===== config.mk =====
export PLATFORM = sky130hd
export DESIGN_NAME = gsim_solver
export DESIGN_NICKNAME = d
export VERILOG_FILES = /design/src/rtl/gsim_pkg.sv /design/src/rtl/gsim_row_pe.sv /design/src/rtl/gsim_solver.sv
export SDC_FILE = /design/constraint.sdc
export NUM_CORES = 2
export LEC_CHECK = 0
export BUFFER_PORTS_ARGS = -buffer_cell sky130_fd_sc_hd__buf_2
export CORE_ASPECT_RATIO = 1.25
export CORE_MARGIN = 3
export CORE_UTILIZATION = 50
export DETAILED_ROUTE_END_ITERATION = 16
export PLACE_DENSITY = 0.66
export REMOVE_ABC_BUFFERS = 1
export SKIP_LAST_GASP = 1
export SYNTH_ARGS = -nofsm -noshare
export SYNTH_HDL_FRONTEND = slang
export SYNTH_SLANG_ARGS = --single-unit

===== constraint.sdc =====
create_clock -name clk -period 29.4 [get_ports clk]
set_input_delay 1.47 -clock clk [delete_from_list [all_inputs] [get_ports clk]]
set_output_delay 1.47 -clock clk [all_outputs]
set_load 0.01 [all_outputs]

===== src/rtl/gsim_pkg.sv =====
// Shared state type, stencil constants and saturation helper for the
// banded Gauss-Seidel solver.
package gsim_pkg;

    typedef enum logic [2:0] {
        StIdle,
        StLoad,
        StCalc,
        StCheck,
        StOut
    } state_t;

    localparam int C1     = 13;
    localparam int C2     = 6;
    localparam int C3     = 1;
    localparam int RECIP  = 13107;
    localparam int RSHIFT = 18;
    localparam int SAT_W  = 128;

    // Clamp a sign-extended value into the signed range of a w-bit word.
    function automatic logic signed [SAT_W-1:0] sat_signed(
        input logic signed [SAT_W-1:0] v,
        input int unsigned             w
    );
        logic signed [SAT_W-1:0] hi;
        logic signed [SAT_W-1:0] lo;
        hi = $signed((SAT_W'(1) << (w - 1)) - SAT_W'(1));
        lo = ~hi;
        if (v > hi) return hi;
        if (v < lo) return lo;
        return v;
    endfunction

endpackage


===== src/rtl/gsim_row_pe.sv =====
// Combinational row evaluator: one Gauss-Seidel row update plus the
// magnitude of its change, saturated to the x width.
module gsim_row_pe
    import gsim_pkg::*;
#(
    parameter int unsigned B_W    = 16,
    parameter int unsigned X_W    = 32,
    parameter int unsigned X_FRAC = 16
) (
    input  logic signed [B_W-1:0] i_b,
    input  logic signed [X_W-1:0] i_xl1,
    input  logic signed [X_W-1:0] i_xl2,
    input  logic signed [X_W-1:0] i_xl3,
    input  logic signed [X_W-1:0] i_xr1,
    input  logic signed [X_W-1:0] i_xr2,
    input  logic signed [X_W-1:0] i_xr3,
    input  logic signed [X_W-1:0] i_x_old,
    output logic signed [X_W-1:0] o_x_new,
    output logic        [X_W-1:0] o_delta
);

    localparam int unsigned AW = X_W + 6;
    localparam int unsigned PW = AW + 16;

    logic signed [AW-1:0] w_b_ext;
    logic signed [AW-1:0] w_s1;
    logic signed [AW-1:0] w_s2;
    logic signed [AW-1:0] w_s3;
    logic signed [AW-1:0] w_acc;
    logic signed [PW-1:0] w_prod;
    logic signed [PW-1:0] w_q;
    logic signed [X_W:0]  w_diff;
    logic        [X_W:0]  w_abs;

    assign w_b_ext = AW'(i_b) <<< X_FRAC;
    assign w_s1    = AW'(i_xl1) + AW'(i_xr1);
    assign w_s2    = AW'(i_xl2) + AW'(i_xr2);
    assign w_s3    = AW'(i_xl3) + AW'(i_xr3);
    assign w_acc   = w_b_ext + AW'(C1) * w_s1 - AW'(C2) * w_s2 + AW'(C3) * w_s3;

    // 13107 / 2^18 approximates 1/20; arithmetic shift gives floor.
    assign w_prod  = PW'(w_acc) * PW'(RECIP);
    assign w_q     = w_prod >>> RSHIFT;
    assign o_x_new = X_W'(sat_signed(SAT_W'(w_q), X_W));

    assign w_diff  = (X_W+1)'(o_x_new) - (X_W+1)'(i_x_old);
    assign w_abs   = w_diff[X_W] ? (X_W+1)'(-w_diff) : (X_W+1)'(w_diff);
    assign o_delta = w_abs[X_W] ? '1 : w_abs[X_W-1:0];

endmodule


===== src/rtl/gsim_solver.sv =====
// Streaming Gauss-Seidel solver for the 7-point banded system: loads b,
// sweeps rows in place until converged or out of iterations, streams x out.
module gsim_solver
    import gsim_pkg::*;
#(
    parameter int unsigned N      = 16,
    parameter int unsigned B_W    = 16,
    parameter int unsigned X_W    = 32,
    parameter int unsigned X_FRAC = 16,
    parameter int unsigned IT_W   = 8
) (
    input  logic                   clk,
    input  logic                   rst_n,
    input  logic                   i_in_valid,
    output logic                   o_in_ready,
    input  logic signed [B_W-1:0]  i_b_in,
    input  logic [IT_W-1:0]        i_iter_max,
    input  logic [X_W-1:0]         i_eps,
    input  logic                   i_early_en,
    output logic                   o_out_valid,
    input  logic                   i_out_ready,
    output logic signed [X_W-1:0]  o_x_out,
    output logic [$clog2(N)-1:0]   o_out_idx,
    output logic [IT_W-1:0]        o_iter_used,
    output logic                   o_converged,
    output logic                   o_busy
);

    localparam int unsigned IW = $clog2(N);
    localparam logic [IW-1:0] LAST = IW'(N - 1);

    state_t                r_state;
    state_t                w_state_next;
    logic [IW-1:0]         r_idx;
    logic signed [B_W-1:0] r_b [N];
    logic signed [X_W-1:0] r_x [N];
    logic [IT_W-1:0]       r_iter;
    logic [IT_W-1:0]       r_iter_max;
    logic [X_W-1:0]        r_eps;
    logic [X_W-1:0]        r_dmax;
    logic                  r_early;
    logic                  r_conv;
    logic                  r_alive;

    logic                  w_in_hs;
    logic                  w_out_hs;
    logic                  w_idx_last;
    logic                  w_done_early;
    logic                  w_done_limit;
    logic [IT_W-1:0]       w_iter_inc;
    logic [IT_W-1:0]       w_iter_eff;
    logic signed [X_W-1:0] w_xl1, w_xl2, w_xl3, w_xr1, w_xr2, w_xr3;
    logic signed [X_W-1:0] w_x_new;
    logic [X_W-1:0]        w_delta;

    // r_alive keeps in_ready low while reset is held.
    assign o_in_ready   = r_alive && (r_state == StIdle || r_state == StLoad);
    assign o_out_valid  = (r_state == StOut);
    assign o_x_out      = o_out_valid ? r_x[r_idx] : '0;
    assign o_out_idx    = o_out_valid ? r_idx : '0;
    assign o_iter_used  = r_iter;
    assign o_converged  = r_conv;
    assign o_busy       = (r_state != StIdle);

    assign w_in_hs      = i_in_valid && o_in_ready;
    assign w_out_hs     = o_out_valid && i_out_ready;
    assign w_idx_last   = (r_idx == LAST);
    assign w_iter_inc   = r_iter + IT_W'(1);
    assign w_iter_eff   = (r_iter_max == '0) ? IT_W'(1) : r_iter_max;
    assign w_done_early = r_early && (r_dmax <= r_eps);
    assign w_done_limit = (w_iter_inc == w_iter_eff);

    // Out-of-range neighbours read as zero.
    always_comb begin
        w_xl1 = '0;
        w_xl2 = '0;
        w_xl3 = '0;
        w_xr1 = '0;
        w_xr2 = '0;
        w_xr3 = '0;
        if (r_idx >= IW'(1)) w_xl1 = r_x[r_idx - IW'(1)];
        if (r_idx >= IW'(2)) w_xl2 = r_x[r_idx - IW'(2)];
        if (r_idx >= IW'(3)) w_xl3 = r_x[r_idx - IW'(3)];
        if (r_idx < IW'(N - 1)) w_xr1 = r_x[r_idx + IW'(1)];
        if (r_idx < IW'(N - 2)) w_xr2 = r_x[r_idx + IW'(2)];
        if (r_idx < IW'(N - 3)) w_xr3 = r_x[r_idx + IW'(3)];
    end

    gsim_row_pe #(
        .B_W    (B_W),
        .X_W    (X_W),
        .X_FRAC (X_FRAC)
    ) u_row_pe (
        .i_b     (r_b[r_idx]),
        .i_xl1   (w_xl1),
        .i_xl2   (w_xl2),
        .i_xl3   (w_xl3),
        .i_xr1   (w_xr1),
        .i_xr2   (w_xr2),
        .i_xr3   (w_xr3),
        .i_x_old (r_x[r_idx]),
        .o_x_new (w_x_new),
        .o_delta (w_delta)
    );

    always_comb begin
        w_state_next = r_state;
        case (r_state)
            StIdle:  if (w_in_hs) w_state_next = StLoad;
            StLoad:  if (w_in_hs && w_idx_last) w_state_next = StCalc;
            StCalc:  if (w_idx_last) w_state_next = StCheck;
            StCheck: w_state_next = (w_done_early || w_done_limit) ? StOut : StCalc;
            StOut:   if (w_out_hs && w_idx_last) w_state_next = StIdle;
            default: w_state_next = StIdle;
        endcase
    end

    always_ff @(posedge clk or negedge rst_n) begin
        if (!rst_n) r_state <= StIdle;
        else        r_state <= w_state_next;
    end

    always_ff @(posedge clk or negedge rst_n) begin
        if (!rst_n) begin
            r_idx      <= '0;
            r_iter     <= '0;
            r_iter_max <= '0;
            r_eps      <= '0;
            r_dmax     <= '0;
            r_early    <= 1'b0;
            r_conv     <= 1'b0;
            r_alive    <= 1'b0;
            for (int k = 0; k < N; k++) begin
                r_b[k] <= '0;
                r_x[k] <= '0;
            end
        end else begin
            r_alive <= 1'b1;
            case (r_state)
                StIdle: if (w_in_hs) begin
                    r_b[0]     <= i_b_in;
                    r_idx      <= IW'(1);
                    r_iter_max <= i_iter_max;
                    r_eps      <= i_eps;
                    r_early    <= i_early_en;
                    r_conv     <= 1'b0;
                    r_iter     <= '0;
                    for (int k = 0; k < N; k++) r_x[k] <= '0;
                end
                StLoad: if (w_in_hs) begin
                    r_b[r_idx] <= i_b_in;
                    r_idx      <= w_idx_last ? '0 : r_idx + IW'(1);
                end
                StCalc: begin
                    r_x[r_idx] <= w_x_new;
                    r_dmax     <= (r_idx == '0 || w_delta > r_dmax) ? w_delta : r_dmax;
                    r_idx      <= w_idx_last ? '0 : r_idx + IW'(1);
                end
                StCheck: begin
                    r_iter <= w_iter_inc;
                    if (w_done_early) r_conv <= 1'b1;
                end
                StOut: if (w_out_hs) r_idx <= w_idx_last ? '0 : r_idx + IW'(1);
                default: r_idx <= '0;
            endcase
        end
    end

endmodule


# Word-level counts from Yosys, hierarchy flattened
# Cells that the tools add are included.
[word_totals] output_inout_bits=48 register_bits=858 elab_cells=193
[op_classes] muxes=69 add_sub_neg=15 n_lt_le_gt_ge=18 bitwise_logic=8 mul=3 reduce_logical=26 eq_ne=13
[ops] cell="$pmux 512 s2" n=1
[ops] cell="$bmux 32 s4" n=7
[ops] cell="$mux 32" n=27
[ops] cell="$bwmux 512" n=1
[ops] cell="$mux 512" n=1
[ops] cell="$bwmux 256" n=1
[ops] cell="$mux 256" n=1
[ops] cell="$demux 32 s4" n=1
[ops] cell="$add 32x32->33" n=3
[ops] cell="$bmux 16 s4" n=1
[ops] cell="$demux 16 s4" n=1
[ops] cell="$mux 16" n=4
[ops] cell="$mul 38x15->53 const B" n=1
[ops] cell="$add 32x38->38" n=1
[ops] cell="$add 38x33->38" n=1
[ops] cell="$mul 3x38->37 const A" n=1
[ops] cell="$mul 5x38->38 const A" n=1
[ops] cell="$sub 38x38->38" n=1
[ops] cell="$ge 5x5->1 const B" n=7
[ops] cell="$gt 35x32->1 const B" n=1
[ops] cell="$lt 35x32->1 const B" n=1
[ops] cell="$not 4->5" n=7
[ops] cell="$mux 33" n=1
[ops] cell="$neg 33->33" n=1
[ops] cell="39 further kinds" n=79

# Depth between registers and ports, before layout
[logic_depth] ltp_word=24 mapped_depth=113 mapped_depth_nobuf=105

# Modules after synthesis
# From an unflattened synthesis, not the netlist that was laid out.
[unflattened] hier_cells=7108 area_unflattened_um2=79291.0
[by_module_without_submodules] module="gsim_solver" instances=1 area_per_inst_um2=54986.5 seq_area_each_um2=21470.6 cells_each=4216
[by_module_without_submodules] module="gsim_row_pe" instances=1 area_per_inst_um2=24304.6 seq_area_each_um2=0.0 cells_each=2892

# Least setup slack after synthesis
# OpenSTA, ideal clock, no wires.
[synth_timing] path_type="reg2reg" start="register r_idx[2]" end="register r_dmax[0]" period_less_slack_ns=22.423 arrival_ns=22.341 setup_ns=0.082 stages_incl_launch_ff=108 path_buffers=10 t_required_ns=29.318 setup_slack_ns=6.977 cell_sequence="dfrtp_1 buf_1 inv_1 clkbuf_1 buf_1 ha_1 xor2_1 clkbuf_1 and2_1 a211oi_1 a211o_1 inv_1 ha_1 a21o_1 a21oi_1 o21bai_1 a21oi_1 o21bai_1 (+72 left out) nand3_1 clkbuf_1 and2_1 ha_1 nor2b_1 o21a_1 o21a_1 o21a_1 o21a_1 o21ai_0 nand2b_1 a21oi_1 o22ai_1 nor2_1 a221oi_1 clkbuf_1 nor2_1 a31oi_1"
[synth_via] elab_chain_len=24 word_cells_on_any_way=74
[synth_lines] element="start, declared" line_no="gsim_solver.sv:34" rtl="logic [IW-1:0] r_idx;"
[synth_lines] element="start signal, assigned" line_no="gsim_solver.sv:152" rtl="r_idx <= w_idx_last ? '0 : r_idx + IW'(1);"
[synth_lines] element="start signal, assigned" line_no="gsim_solver.sv:157" rtl="r_idx <= w_idx_last ? '0 : r_idx + IW'(1);"
[synth_lines] element="start signal, assigned" line_no="gsim_solver.sv:163" rtl="StOut: if (w_out_hs) r_idx <= w_idx_last ? '0 : r_idx + IW'(1);"
[synth_lines] element="$sub 4x1->4 or $add 4x1->4 (tied branches)" line_no="gsim_solver.sv:81, gsim_solver.sv:84"
[synth_lines] element="$not 4->5, on equally long branches" line_no="gsim_solver.sv:81, gsim_solver.sv:84"
[synth_lines] element="$bmux 32 s4, on equally long branches" line_no="gsim_solver.sv:81, gsim_solver.sv:84"
[synth_lines] element="$mux 32, on equally long branches (3 in a row)" line_no="gsim_solver.sv:81, gsim_solver.sv:84"
[synth_lines] element="$add 32x32->33" line_no="gsim_row_pe.sv:36" rtl="assign w_s1 = AW'(i_xl1) + AW'(i_xr1);"
[synth_lines] element="$mul 5x38->38" line_no="gsim_row_pe.sv:39" rtl="assign w_acc = w_b_ext + AW'(C1) * w_s1 - AW'(C2) * w_s2 + AW'(C3) * w_s3;"
[synth_lines] element="$add 32x38->38" line_no="gsim_row_pe.sv:39"
[synth_lines] element="$sub 38x38->38" line_no="gsim_row_pe.sv:39"
[synth_lines] element="(+6 left out)"
[synth_lines] element="$mux 32" line_no="gsim_pkg.sv:30" rtl="if (v < lo) return lo;"
[synth_lines] element="$sub 32x32->33" line_no="gsim_row_pe.sv:46" rtl="assign w_diff = (X_W+1)'(o_x_new) - (X_W+1)'(i_x_old);"
[synth_lines] element="$neg 33->33" line_no="gsim_row_pe.sv:47" rtl="assign w_abs = w_diff[X_W] ? (X_W+1)'(-w_diff) : (X_W+1)'(w_diff);"
[synth_lines] element="$mux 33" line_no="gsim_row_pe.sv:47"
[synth_lines] element="$mux 32" line_no="gsim_row_pe.sv:48" rtl="assign o_delta = w_abs[X_W] ? '1 : w_abs[X_W-1:0];"
[synth_lines] element="$gt 32x32->1" line_no="gsim_solver.sv:156" rtl="r_dmax <= (r_idx == '0 || w_delta > r_dmax) ? w_delta : r_dmax;"
[synth_lines] element="$logic_or 1x1->1" line_no="gsim_solver.sv:156"
[synth_lines] element="$reduce_and 2->1 (no line)"
[synth_lines] element="end signal, assigned" line_no="gsim_solver.sv:156"
[synth_lines] element="end, declared" line_no="gsim_solver.sv:40" rtl="logic [X_W-1:0] r_dmax;"
# Parallel ways exist; a longest one is shown, timed or not. The select of a mux whose other input is x is not followed.
# A chain may end at the register's enable or synchronous reset.

# Worst setup path in the final report
[layout_timing] start="register r_idx[1]" end="register r_dmax[30]"
[layout_via] elab_chain_len=24 word_cells_on_any_way=74
[layout_lines] element="$sub 4x1->4 or $add 4x1->4 (tied branches)" line_no="gsim_solver.sv:81, gsim_solver.sv:84"
[layout_lines] element="$not 4->5, on equally long branches" line_no="gsim_solver.sv:81, gsim_solver.sv:84"
[layout_lines] element="$bmux 32 s4, on equally long branches" line_no="gsim_solver.sv:81, gsim_solver.sv:84"
[layout_lines] element="$mux 32, on equally long branches (3 in a row)" line_no="gsim_solver.sv:81, gsim_solver.sv:84"
[layout_lines] element="$add 32x32->33" line_no="gsim_row_pe.sv:36"
[layout_lines] element="$mul 5x38->38" line_no="gsim_row_pe.sv:39"
[layout_lines] element="$add 32x38->38" line_no="gsim_row_pe.sv:39"
[layout_lines] element="$sub 38x38->38" line_no="gsim_row_pe.sv:39"
[layout_lines] element="(+7 left out)"
[layout_lines] element="$sub 32x32->33 (*)" line_no="gsim_row_pe.sv:46"
[layout_lines] element="$neg 33->33" line_no="gsim_row_pe.sv:47"
[layout_lines] element="$mux 33 (*)" line_no="gsim_row_pe.sv:47"
[layout_lines] element="$mux 32 (*)" line_no="gsim_row_pe.sv:48"
[layout_lines] element="named net u_row_pe.o_delta[1]" line_no="gsim_row_pe.sv:19" rtl="output logic [X_W-1:0] o_delta"
[layout_lines] element="$gt 32x32->1 (*)" line_no="gsim_solver.sv:156"
[layout_lines] element="$logic_or 1x1->1 (*)" line_no="gsim_solver.sv:156"
[layout_lines] element="$reduce_and 2->1 (no line) (*)"
# Mark *: on every way through the listed nets, which the timed path passes. The rest lies on a longest branch. The select of a mux whose other input is x is not followed.

==> metrics.yaml <==
outcome:
  status: "completed"
place:
  hpwl_mm: 191
  dp_slack_ns: 3.81
  port_buffers: 108
  place_congestion: 1.00
drt:
  vias: 62408
  avgViaCountPerCell: 6.78
  firstDrtPassIters: 6
  drtIter0Drc: 6949
  post_drt_wl_per_cell_um: 29.4
  wl_mm: 271
  drt.antenna.violating_nets: 0
  drc: 0
synth:
  yosys.area.top_type_share: 0.274
  ys_warn_count: 0
  synthTopCellsByArea: "dfrtp_1 27%, mux4_2 18%, fa_1 9.3%"
  synth_edf_count: 0
  synthDistinctLibCells: 92
  synth_ff_type: "dfrtp_1"
  ys_ff_latch: 858
  avgSynthCellArea_um2: 10.8
  syn_inst: 7258
  netlist_area_um2: 78300
  async_flop_share: 1.00
  synth.yosys.seq_area_share: 0.274
  yosys.area.top_type: "dfrtp_1"
grt:
  globalRouteOverflowTotal: 0
  grt_pass1_vias: 62873
  grt_use_total: 0.337
  grt_max_degree: 164
  grt_first_pass_wirelength_mm: 405
  antenna_found_initial: 19
critical_path:
  cp_top_family: "adder cells"
  cpMostUsedCell: "ha_1"
  r2r-start: "r_idx[1]"
  r2r-end: "r_dmax[30]"
  worstSetupStartpointType: "flip-flop"
  cp_data_arrival_time_ns: 26.59
  critPathMaxFanout: 63
  worst-r2r-cell-count: 96
  critPathRequiredTime_ns: 30.04
  critPathKind: "reg2reg"
  r2r_slack_ns: 3.45
  crit_buf_inv: 15
  critPathSlowestCell: "dfrtp_4"
  cp_slowest_stage_delay_ns: 0.87
  worstSetupEndpointType: "flip-flop"
min_path:
  worstHoldPathType: "reg2reg"
  whs_endpoint: "r_iter_max[0]"
  whs_path_depth: 2
  hold_start: "r_iter_max[0]"
floorplanning:
  die_w_um: 360
  pin_count: 109
  start_util: 0.506
  core_um2: 155000
  die-area_um2: 161000
  dieHeight_um: 448
  fp-row-count: 161
timing:
  slew_headroom: 0.0801
  fin_ws_ns: 3.45
  layout_worst_path_cycle_share: 0.883
  final_max_slew_viol_count: 0
  setup_viol: 0
  max_freq_mhz: 38.5
  rsz0062_at_grt: "false"
  finalClockSkew_ns: 0.0705
  hold_viol_final: 0
  fin_crit_ns: 25.95
  worst_pin_slew_ns: 1.37
cells_and_area:
  final_cell_mix: "855 x dfrtp_1, 622 x inv_1, 614 x mux4_2, 517 x ha_1, 473 x o21ai_0"
  areaGrowthSynthToFinish_pct: 7.55
  regArea_um2: 21500
  final_nets: 8030
  multi_input_area_um2: 52800
  final_common_cell: "dfrtp_1"
  layout-drive-gt1-share: 0.200
  fillers: 13366
clock_tree:
  clkLatencyLatePin_ns: 0.79
  hold_buffers: 0
  cts_root_buffer: "clkbuf_16"
  htree_levels: 3
  cts_resized: 0
  cts_max_path_buffers: 3
  post_cts_buffers: 0
  cts_tree: "done"
  clock-sinks: 858
  clk_pin_slew_ns: 0.06
  cts_buffers: 93
job:
  maxCapViolations: 0
==> worst max-delay path by stage <==
stage / from / endpoint / cells past startpoint
CTS: r_idx[1] / r_dmax[30] / 96
global route: r_idx[1] / r_dmax[30] / 96
finish: r_idx[1] / r_dmax[30] / 96
floorplan: r_idx[0] / r_dmax[0] / 85
global placement: r_idx[1] / r_dmax[30] / 96
detailed placement: r_idx[1] / r_dmax[30] / 96
==> synth_stat cells (12+ instances only) <==
cell type and instances:
dfrtp_1 858, inv_1 623, mux4_2 614, ha_1 519, o21ai_0 473, nand2_1 389, clkbuf_1 378, fa_1 363
nand3_1 360, mux2_2 297, nor2_1 271, a21oi_1 265, a22o_1 211, a211oi_1 175, mux2i_1 151, xnor2_1 151
and2_1 142, a21o_1 106, xor2_1 94, buf_1 78, a31oi_1 60, nor2b_1 59, nand2b_1 46, o21a_1 46
nor3_1 40, buf_2 39, nand4_1 37, o21bai_1 37, o22ai_1 34, o21ai_1 33, and3_1 25, a221oi_1 24
buf_4 22, or2_2 15, a2111oi_0 13, a211o_1 13, o211ai_1 13, o31ai_1 13, a221o_1 12, or3_1 12
==> metrics by stage <==
step	util	area [µm²]	instances	setup TNS [ns]	hold WS (ns)
2_1_floorplan	-	76200	6739	-7964.48	0.446
3_3_place_gp	0.523	80900	9029	0	0.466
3_5_place_dp	0.523	80900	9029	0	0.468
4_1_cts	0.544	84200	9200	0	0.483
5_1_grt	0.544	84200	9201	0	0.513
6_report	0.544	84200	9210	0	0.477
==> registers in the layout (all words and copies together), names as in the netlist <==
signal / count
r_x: 512
r_b: 256
r_dmax: 32
r_eps: 32
o_iter_used: 8
r_iter_max: 8
r_idx: 4
r_state: 3
o_converged: 1
r_alive: 1
r_early: 1
==> cells by family after synthesis <==
group,after synthesis,share of synthesized area
flops,858,0.274
compound gates,1620,0.137
other cells,1,0.0000479
simple gates,1443,0.0895
buf+inv,1144,0.0567
xor+xnor,247,0.0281
mux,1063,0.239
fa+ha+maj,882,0.176
==> area by class of cell <==
class                           count  share of cell area
Multi-Input combinational cell   5256               0.627
Timing Repair Buffer              253              0.0204
Clock inverter                     40             0.00785
Inverter                          625              0.0279
Tap cell                         2037              0.0303
Sequential cell                   858               0.255
Antenna cell                       10            0.000297
Clock buffer                      131              0.0314
==> worst min-delay path, cell delays in order, from the launching register on <==
cell,delay [ns]
dfrtp_1,0.34
nand2_1,0.05
nand2_1,0.05
==> layer usage <==
layer	part of all wire	GRT usage	vias to the layer above
met5	0.00047	0	-
met1	0.35	0.400	31252
met3	0.11	0.0973	1055
met2	0.45	0.526	3736
li1	-	-	26351
met4	0.088	0.246	14
Power is left out: the tool's default activity adds up to more than one toggle a clock period on the data nets, which glitch-free logic cannot reach.
